### src/rtl/irig_b_frame_decoder.sv
// irig_b_frame_decoder: IRIG-B symbol stream to BCD time and control fields.
// Locks on the P0/Pr double marker and publishes each good frame atomically.
module irig_b_frame_decoder #(
  parameter int               SYM_W     = 3,
  parameter logic [SYM_W-1:0] MARK_CODE = 3'b111,
  parameter logic [SYM_W-1:0] ONE_CODE  = 3'b011,
  parameter logic [SYM_W-1:0] ZERO_CODE = 3'b001,
  parameter int               CTRL_BITS = 36,
  parameter bit               RANGE_CHK = 1'b1
) (
  input  logic                 clk,
  input  logic                 hrd_rst_n,
  input  logic                 ce,
  input  logic                 en,
  input  logic                 sym_valid,
  input  logic [SYM_W-1:0]     sym,
  output logic [1:0]           state,
  output logic [6:0]           pos,
  output logic                 locked,
  output logic                 frame_valid,
  output logic                 issue,
  output logic [6:0]           seconds,
  output logic [6:0]           minutes,
  output logic [5:0]           hours,
  output logic [9:0]           days,
  output logic [7:0]           year,
  output logic [CTRL_BITS-1:0] ctrl,
  output logic [7:0]           err_cnt
);

  typedef enum logic [1:0] {
    IDLE = 2'd0,
    HUNT = 2'd1,
    RECV = 2'd2
  } st_t;

  st_t        st_q, st_d;
  logic [6:0] pos_d;
  logic       pm_q, pm_d;
  logic       acc, is_mark, is_one, is_zero, is_data;
  logic       mark_pos, cls_ok, digits_ok, range_ok;
  logic       commit, err, data_we;
  logic       cval;
  logic [6:0] cidx;

  logic [3:0] sec_u, min_u, hr_u, day_u, day_t, yr_u, yr_t;
  logic [2:0] sec_t, min_t;
  logic [1:0] hr_t, day_h;
  logic [CTRL_BITS-1:0] ctrl_w;

  logic [6:0] sec_w, min_w;
  logic [5:0] hr_w;
  logic [9:0] day_w;
  logic [7:0] yr_w;

  assign sec_w = {sec_t, sec_u};
  assign min_w = {min_t, min_u};
  assign hr_w  = {hr_t, hr_u};
  assign day_w = {day_h, day_t, day_u};
  assign yr_w  = {yr_t, yr_u};

  assign state   = st_q;
  assign acc     = ce && sym_valid;
  assign is_mark = (sym == MARK_CODE);
  assign is_one  = (sym == ONE_CODE);
  assign is_zero = (sym == ZERO_CODE);
  assign is_data = is_one || is_zero;

  assign mark_pos = pos inside {7'd0, 7'd9, 7'd19, 7'd29, 7'd39,
                                7'd49, 7'd59, 7'd69, 7'd79, 7'd89,
                                7'd99};
  assign cls_ok   = mark_pos ? is_mark : is_data;
  assign data_we  = en && (st_q == RECV) && acc && !mark_pos && is_data;

  assign digits_ok = (sec_u <= 4'd9) && (min_u <= 4'd9) &&
                     (hr_u <= 4'd9) && (day_u <= 4'd9) &&
                     (day_t <= 4'd9) && (yr_u <= 4'd9) &&
                     (yr_t <= 4'd9);
  assign range_ok = !RANGE_CHK ||
                    (digits_ok && (sec_w <= 7'h59) &&
                     (min_w <= 7'h59) && (hr_w <= 6'h23) &&
                     (day_w >= 10'h001) && (day_w <= 10'h366));

  // next state, position, marker history, commit and error strobes
  always_comb begin
    st_d   = st_q;
    pos_d  = pos;
    pm_d   = pm_q;
    commit = 1'b0;
    err    = 1'b0;
    if (!en) begin
      st_d  = IDLE;
      pos_d = 7'd0;
      pm_d  = 1'b0;
    end else begin
      unique case (st_q)
        IDLE: begin
          st_d  = HUNT;
          pos_d = 7'd0;
          pm_d  = 1'b0;
        end
        HUNT: begin
          if (acc) begin
            if (is_mark && pm_q) begin
              st_d  = RECV;
              pos_d = 7'd1;
              pm_d  = 1'b0;
            end else begin
              pm_d = is_mark;
            end
          end
        end
        RECV: begin
          if (acc) begin
            if (!cls_ok || ((pos == 7'd99) && !range_ok)) begin
              err   = 1'b1;
              st_d  = HUNT;
              pos_d = 7'd0;
              pm_d  = is_mark;
            end else if (pos == 7'd99) begin
              commit = 1'b1;
              pos_d  = 7'd0;
            end else begin
              pos_d = pos + 7'd1;
            end
          end
        end
        default: st_d = IDLE;
      endcase
    end
  end

  // ctrl slot index of the current position (markers skipped)
  always_comb begin
    cidx = 7'd0;
    cval = 1'b0;
    unique case (1'b1)
      (pos >= 7'd60) && (pos <= 7'd68): begin
        cidx = pos - 7'd60;
        cval = 1'b1;
      end
      (pos >= 7'd70) && (pos <= 7'd78): begin
        cidx = pos - 7'd61;
        cval = 1'b1;
      end
      (pos >= 7'd80) && (pos <= 7'd88): begin
        cidx = pos - 7'd62;
        cval = 1'b1;
      end
      (pos >= 7'd90) && (pos <= 7'd98): begin
        cidx = pos - 7'd63;
        cval = 1'b1;
      end
      default: ;
    endcase
  end

  // FSM, position, lock, pulses and error counter
  always_ff @(posedge clk or negedge hrd_rst_n) begin
    if (!hrd_rst_n) begin
      st_q        <= IDLE;
      pos         <= 7'd0;
      pm_q        <= 1'b0;
      locked      <= 1'b0;
      frame_valid <= 1'b0;
      issue       <= 1'b0;
      err_cnt     <= 8'd0;
    end else begin
      st_q        <= st_d;
      pos         <= pos_d;
      pm_q        <= pm_d;
      frame_valid <= commit;
      issue       <= err;
      if (!en || err) begin
        locked <= 1'b0;
      end else if (commit) begin
        locked <= 1'b1;
      end
      if (err && (err_cnt != 8'hff)) begin
        err_cnt <= err_cnt + 8'd1;
      end
    end
  end

  // working registers: data bits shifted in LSB-first per digit
  always_ff @(posedge clk or negedge hrd_rst_n) begin
    if (!hrd_rst_n) begin
      sec_u  <= '0;
      sec_t  <= '0;
      min_u  <= '0;
      min_t  <= '0;
      hr_u   <= '0;
      hr_t   <= '0;
      day_u  <= '0;
      day_t  <= '0;
      day_h  <= '0;
      yr_u   <= '0;
      yr_t   <= '0;
      ctrl_w <= '0;
    end else if (data_we) begin
      unique case (1'b1)
        (pos >= 7'd1) && (pos <= 7'd4):
          sec_u <= {is_one, sec_u[3:1]};
        (pos >= 7'd6) && (pos <= 7'd8):
          sec_t <= {is_one, sec_t[2:1]};
        (pos >= 7'd10) && (pos <= 7'd13):
          min_u <= {is_one, min_u[3:1]};
        (pos >= 7'd15) && (pos <= 7'd17):
          min_t <= {is_one, min_t[2:1]};
        (pos >= 7'd20) && (pos <= 7'd23):
          hr_u <= {is_one, hr_u[3:1]};
        (pos >= 7'd25) && (pos <= 7'd26):
          hr_t <= {is_one, hr_t[1]};
        (pos >= 7'd30) && (pos <= 7'd33):
          day_u <= {is_one, day_u[3:1]};
        (pos >= 7'd35) && (pos <= 7'd38):
          day_t <= {is_one, day_t[3:1]};
        (pos >= 7'd40) && (pos <= 7'd41):
          day_h <= {is_one, day_h[1]};
        (pos >= 7'd50) && (pos <= 7'd53):
          yr_u <= {is_one, yr_u[3:1]};
        (pos >= 7'd55) && (pos <= 7'd58):
          yr_t <= {is_one, yr_t[3:1]};
        default: ;
      endcase
      for (int i = 0; i < CTRL_BITS; i++) begin
        if (cval && (cidx == 7'(i))) begin
          ctrl_w[i] <= is_one;
        end
      end
    end
  end

  // published fields change only on a committed frame
  always_ff @(posedge clk or negedge hrd_rst_n) begin
    if (!hrd_rst_n) begin
      seconds <= '0;
      minutes <= '0;
      hours   <= '0;
      days    <= '0;
      year    <= '0;
      ctrl    <= '0;
    end else if (commit) begin
      seconds <= sec_w;
      minutes <= min_w;
      hours   <= hr_w;
      days    <= day_w;
      year    <= yr_w;
      ctrl    <= ctrl_w;
    end
  end

endmodule

### config.mk
export PLATFORM = sky130hd
export DESIGN_NAME = irig_b_frame_decoder
export DESIGN_NICKNAME = d
export VERILOG_FILES = /design/src/rtl/irig_b_frame_decoder.sv
export SDC_FILE = /design/constraint.sdc
export NUM_CORES = 1
export LEC_CHECK = 0
export CAP_MARGIN = 15
export CORE_MARGIN = 10
export CORE_UTILIZATION = 51
export CTS_CLUSTER_SIZE = 8
export DETAILED_ROUTE_END_ITERATION = 12
export MAX_ROUTING_LAYER = met4
export PLACE_DENSITY = 0.74
export SLEW_MARGIN = 30
export SYNTH_ARGS = -nofsm -noshare
export SYNTH_HDL_FRONTEND = slang
export SYNTH_SLANG_ARGS = --single-unit
export TNS_END_PERCENT = 10
### constraint.sdc
create_clock -name clk -period 3.6 [get_ports clk]
set_clock_uncertainty 0.2 [all_clocks]
set_input_delay 0.54 -clock clk [delete_from_list [all_inputs] [get_ports clk]]
set_output_delay 0.54 -clock clk [all_outputs]
set_load 0.005 [all_outputs]
==> results.tsv, run 1 <==
stage	metric	value	unit
final_layout	areaGrowthSynthToFinish	25.9	%
floorplan	core	16000	µm²
grt	grt_util_all_layers	20.0	%
final_layout	drive_gt1_share	20.6	%
power	power.internal	3.17	mW
floorplan	rows	46	
drt	first_pass_iters	4	
yosys	synth.avg_cell_area	12.1	µm²
floorplan	die_h	148	µm
power	sw_frac_of_total	25.8	%
yosys	yosysUniqueCellTypes	77	
clock_network	cts_made_buffers	17	
yosys	synth-edff-count	0	
yosys	yosysSeqAreaShare	50.5	%
grt	gr-total-overflow	0	
critical_path	r2r-end	ctrl_w[5]	
grt	grt_max_degree	83	
status	outcome	completed	
yosys	ys_seq_elements	169	
clock_network	clock_tree.buffer_depth	2	
yosys	yosysWarnings	0	
critical_path	worstPathRequired	3.70	ns
yosys	synth-main-ff-cell	dfrtp_1	
grt	grt_pass1_vias	6575	
drt	vias	6108	
place	gp_congestion	0.948	
yosys	syn_inst	693	
power	p_switching	1.10	mW
critical_path	crit_buf_inv	1	
critical_path	start_kind	register	
critical_path	crit_chain	inv_2 -> ha_2 -> nand2b_4 -> a211oi_4 -> nor2_1 -> ha_1 -> a21o_1 -> nand2_1 -> o31a_1 -> o21a_1 -> or3_4 -> nor4b_4 -> mux2_1	
grt	antenna_found_initial	0	
power	p_per_area	405	nW/µm²
critical_path	crit-reg2reg-launch	pos[2]	
critical_path	crit_family	simple AND/OR/NAND/NOR gates	
floorplan	initial_utilization	52.3	%
clock_network	numClockSinks	169	
clock_network	clk_pin_slew	0.06	ns
floorplan	io_pins	102	
critical_path	worstRegToRegCells	13	
final_layout	antenna_cells	0	
hold_path	min_path_cells	1	
power	clkPwrFrac	44.3	%
power	p_comb_share	10.1	%
timing	drv_slew	0	
floorplan	design.die.area	21900	µm²
critical_path	cp_slowest_cell	or3_4	
clock_network	post_cts_buffers	0	
timing	finalHoldViolations	0	
power	pwr-share-seq	45.6	%
place	io_buffer_count	101	
place	dp_hpwl	15300	µm
timing	slew_headroom	54.7	%
critical_path	r2r_setup_slack	0.15	ns
timing	tns	0	ns
timing	max_freq	289	MHz
critical_path	end_kind	register	
critical_path	cp_max_fo	6	
critical_path	critical_path_arrival	3.55	ns
yosys	synth_top_area_share	50.5	%
drt	wl_per_cell	20.0	µm
power	power.leakage	4.95	nW
critical_path	critPathKind	register to register	
power	total_power	4.27	mW
drt	vias_per_cell	5.82	
timing	setup_viol	0	
final_layout	layout_common_cells	dfrtp_1, clkdlybuf4s50_1, mux2_1	
final_layout	final_common_cell	dfrtp_1	
drt	drt_wl_total	21000	µm
clock_network	cts-root-buf	clkbuf_16	
yosys	netlist_top_cells_area	dfrtp_1, mux2_1, mux2_2	
clock_network	clock_tree.htree_level_count	4	
clock_network	worst_skew_pair.late_latency	0.43	ns
yosys	syn_area	8370	µm²
clock_network	cts_tree	yes	
grt	grt_pass1_wl	34700	µm
drt	drtAntennaViolNets	0	
final_layout	instances_no_fill	1049	
critical_path	max_stage_delay	0.45	ns
yosys	syn_nets	719	
yosys	yosysTopAreaCell	dfrtp_1	
drt	drt_iter0_drc	396	
timing	worst_pin_slew	0.672	ns
timing	fin_crit	3.45	ns
place	place_inst	1016	
timing	post-route-period-util	96.0	%
drt	drc	0	
hold_path	hp-class	register to register	
hold_path	min_to	ctrl_w[31]	
run	maxCapViolCount	0	
final_layout	fin_nets	846	
yosys	async_reset_ff_share	100	%
floorplan	die_w	148	µm
power	vdd_ir_drop_max	0.327	mV
hold_path	min-delay-start	ctrl_w[31]	
[layer usage]
| layer | global-route usage (%) | routed length (µm) |
|---|---|---|
| met3 | 4.28 | 890 |
| met5 | - | 0 |
| met1 | 23.6 | 9050 |
| met2 | 33.2 | 10500 |
| met4 | 6.89 | 483 |
[final cells by class]
class / count / area, µm²
Inverter: 12 / 45.0
Clock inverter: 14 / 184
Sequential cell: 169 / 4230
Clock buffer: 18 / 439
Multi-Input combinational cell: 469 / 3950
Timing Repair Buffer: 151 / 1430
Tap cell: 216 / 270
Fill cell: 1182 / 5460
[flip-flops by register name, indices dropped and copies added, names as in the netlist, 3 cells and up]
signal   cells
ctrl        36
ctrl_w      36
day_t        4
day_u        4
days        10
err_cnt      8
hours        6
hr_u         4
min_t        3
min_u        4
minutes      7
pos          7
sec_t        3
sec_u        4
seconds      7
year         8
yr_t         4
yr_u         4
[power groups by stage]
stage                     logic (mW)  registers, mW  clock network, mW
final                          0.432           1.95               1.89
after global routing           0.484           1.95               2.00
after CTS                      0.429           1.95               1.92
after detailed placement       0.426           1.98                  0
after global placement         0.416           1.98                  0
after floorplan                0.250           1.98                  0
[what timing repair did]
item,in CTS,in global routing
setup endpoints to repair,10,66
gates resized for setup,1,10
hold endpoints to repair,44,0
hold buffers,1,0
[cells in the mapped netlist, drive strengths merged, types with 4 or more instances]
cell    instances
a21o            4
nor2b           9
o31a            4
dfrtp         169
nor2           27
nand2          27
nand2b          4
and3            4
a31oi           5
buf            22
a21oi          21
ha             17
nor4           13
o21ai          27
inv            12
clkbuf         21
and2            7
nand3          31
nor3           10
a22oi           4
nor4b           5
a211oi          5
o211ai          7
mux2          150
or3             6
xor2            8
nand4          20
o22ai           4
[worst reg2reg max path: stages, from the launching register on]
cell and delay (ns):
dfrtp_2 0.41, inv_2 0.08, ha_2 0.22, nand2b_4 0.10, a211oi_4 0.22, nor2_1 0.09, ha_1 0.28, a21o_1 0.14
nand2_1 0.11, o31a_1 0.14, o21a_1 0.25, or3_4 0.45, nor4b_4 0.29, mux2_1 0.37
[worst max path at each step]
stage / start / end / slack [ns] / cells past startpoint
final: pos[2] / ctrl_w[5] / 0.15 / 13
after floorplan: pos[1] / ctrl_w[21] / 0.003 / 15
after CTS: pos[3] / ctrl_w[5] / 0.12 / 11
after global placement: pos[3] / ctrl_w[11] / 0.07 / 11
after global routing: pos[2] / ctrl_w[5] / -0.02 / 13
after detailed placement: pos[3] / ctrl_w[11] / -0.01 / 11
[logic make-up after synthesis]
family	share of synthesized area, %
buffers and inverters	3.24
XOR/XNOR	0.941
AO/OA/AOI/OAI	9.59
multiplexers	20.5
flip-flops	50.5
AND/OR/NAND/NOR	12.4
adder cells (fa/ha/maj)	2.78
[metrics by stage]
step / hold WS, ns / worst slack (ns) / util, % / instance area, µm²
5_1_grt: 0.301 / -0.0196 / 65.9 / 10500
2_1_floorplan: 0.0444 / 0.00278 / - / 8410
6_report: 0.290 / 0.145 / 65.9 / 10500
3_3_place_gp: 0.263 / 0.0655 / 61.6 / 9860
3_5_place_dp: 0.270 / -0.00991 / 61.6 / 9860
4_1_cts: 0.290 / 0.119 / 65.6 / 10500
Note: power is estimated with default switching activity, not from simulation.
==> run 2, diff against run 1 <==
CORE_MARGIN = default   (was 10)
RECOVER_POWER = 100   (was default)
==> run 2 against run 1 <==
- flip-flop and latch count did not move
- critical path depth fell by 2
- register-to-register slack barely moved
- highest routed layer unchanged
- final cell count rose by 0.29%
- sequential share of layout area barely moved
- maximum frequency fell by 0.23%
- global-route usage rose by 6.3 points
- die area fell by 23%
==> results.tsv, run 2 (synthesized netlist as in run 1, its figures left out) <==
stage	metric	value	unit
clock_network	cts_tree	yes	
floorplan	io_pins	102	
clock_network	clock_tree.htree_level_count	4	
timing	drv_slew	0	
floorplan	die_h	130	µm
power	p_per_area	400	nW/µm²
drt	dr.max_layer_used	met4	
grt	grt_util_all_layers	26.2	%
drt	vias	6154	
drt	wl_met2	10300	µm
place	io_buffer_count	101	
hold_path	hp-class	register to register	
critical_path	r2r_setup_slack	0.14	ns
grt	grt_pass1_vias	6235	
floorplan	core	15900	µm²
drt	drt_iter0_drc	409	
timing	setup_slack	0.137	ns
timing	hold_slack	0.283	ns
timing	setup_viol	0	
final_layout	areaGrowthSynthToFinish	26.0	%
status	outcome	completed	
final_layout	layout_common_cells	dfrtp_1, mux2_1, dlygate4sd3_1	
drt	first_pass_iters	7	
critical_path	start_kind	register	
place	dp_slack	-0.00718	ns
final_layout	final_common_cell	dfrtp_1	
timing	post-route-period-util	96.2	%
critical_path	critPathKind	register to register	
drt	vias_per_cell	5.85	
final_layout	drive_gt1_share	20.6	%
place	gp_congestion	0.886	
critical_path	end_kind	register	
power	power.leakage	5.25	nW
critical_path	worstRegToRegCells	11	
critical_path	cp_max_fo	6	
timing	fin_crit	3.46	ns
drt	drtAntennaViolNets	0	
critical_path	endpoint	ctrl_w[5]	
run	maxCapViolCount	0	
clock_network	clk_pin_slew	0.07	ns
clock_network	worst_skew_pair.late_latency	0.43	ns
floorplan	initial_utilization	52.5	%
clock_network	cts-root-buf	clkbuf_16	
critical_path	r2r-end	ctrl_w[5]	
clock_network	numClockSinks	169	
final_layout	fillers	1188	
floorplan	rows	46	
floorplan	die_w	130	µm
drt	drt_wl_total	20100	µm
timing	tns	0	ns
grt	grt_pass1_wl	32900	µm
final_layout	antenna_cells	0	
floorplan	design.die.area	16900	µm²
drt	wl_per_cell	19.1	µm
power	vdd_ir_drop_max	0.346	mV
timing	rsz0062_at_grt	true	
grt	grt_max_degree	77	
final_layout	fin_nets	849	
final_layout	final_core_util	66.2	%
timing	worst_pin_slew	1.37	ns
timing	slew_headroom	8.64	%
critical_path	worstPathRequired	3.71	ns
drt	drc	0	
critical_path	critical_path_arrival	3.57	ns
clock_network	cts_made_buffers	17	
drt	met3_length	713	µm
timing	finalHoldViolations	0	
final_layout	reg_top3	ctrl: 36 flops, ctrl_w: 36 flops, days: 10 flops	
grt	gr-total-overflow	0	
clock_network	clock_tree.buffer_depth	2	
drt	wl_met1	8680	µm
critical_path	startpoint	pos[6]	
critical_path	crit-reg2reg-launch	pos[6]	
place	dp_hpwl	14500	µm
grt	antenna_found_initial	0	
timing	max_freq	289	MHz
[run 2: worst min-delay path by stage]
stage	from	endpoint	cells past startpoint
final	ctrl[19]	ctrl[19]	1
after global routing	ctrl[19]	ctrl[19]	1
after CTS	ctrl_w[25]	ctrl_w[25]	1
after detailed placement	ctrl_w[25]	ctrl_w[25]	1
after global placement	ctrl_w[25]	ctrl[25]	1
after floorplan	hrd_rst_n	ctrl[0]	0
[run 2: metal layers]
| layer | track usage (%) | up-vias |
|---|---|---|
| met5 | - | - |
| met4 | 10.2 | 0 |
| met3 | 4.22 | 36 |
| met2 | 44.3 | 177 |
| met1 | 31.4 | 3102 |
| li1 | - | 2839 |
[run 2: through the flow]
step	std cells	instance area [µm²]	power, mW
global placement	1019	9920	2.39
finish	1052	10600	4.22
global route	1052	10600	4.37
CTS	1052	10500	4.25
floorplan	693	8410	2.23
detailed placement	1019	9920	2.41
[run 2: area by class of cell]
type,count,area (µm²),share of cell area [%]
timing repair buffer,154,1460,13.9
clock inverter,14,155,1.47
multi-input combinational,469,3950,37.4
clock buffer,18,439,4.16
sequential,169,4230,40.1
tap,216,270,2.56
inverter,12,45.0,0.427
[run 2: worst max-delay path, cell delays in order, from the launching register on]
cell	delay [ns]
dfrtp_1	0.46
nor4bb_2	0.37
a21boi_2	0.22
nor2_1	0.08
ha_1	0.28
a21o_1	0.14
nand2_1	0.10
o31a_1	0.13
o21a_1	0.26
or3_4	0.45
nor4b_2	0.30
mux2_1	0.36
[run 2: where the power goes]
part           internal (mW)  total, mW  switching, mW
Combinational          0.173      0.428          0.255
Clock                   1.00       1.85          0.842
Sequential              1.92       1.95         0.0271
Total                   3.10       4.22           1.12
[run 2: what timing repair did]
| action | 4_1_cts | 5_1_grt |
|---|---|---|
| buffers inserted | 0 | 0 |
| hold buffers | 1 | 0 |
| endpoints found under the setup margin | 12 | 52 |
| hold endpoints to repair | 54 | 0 |
| gates resized for setup | 1 | 9 |
| cloned | 0 | 0 |
| pin swaps | 0 | 0 |
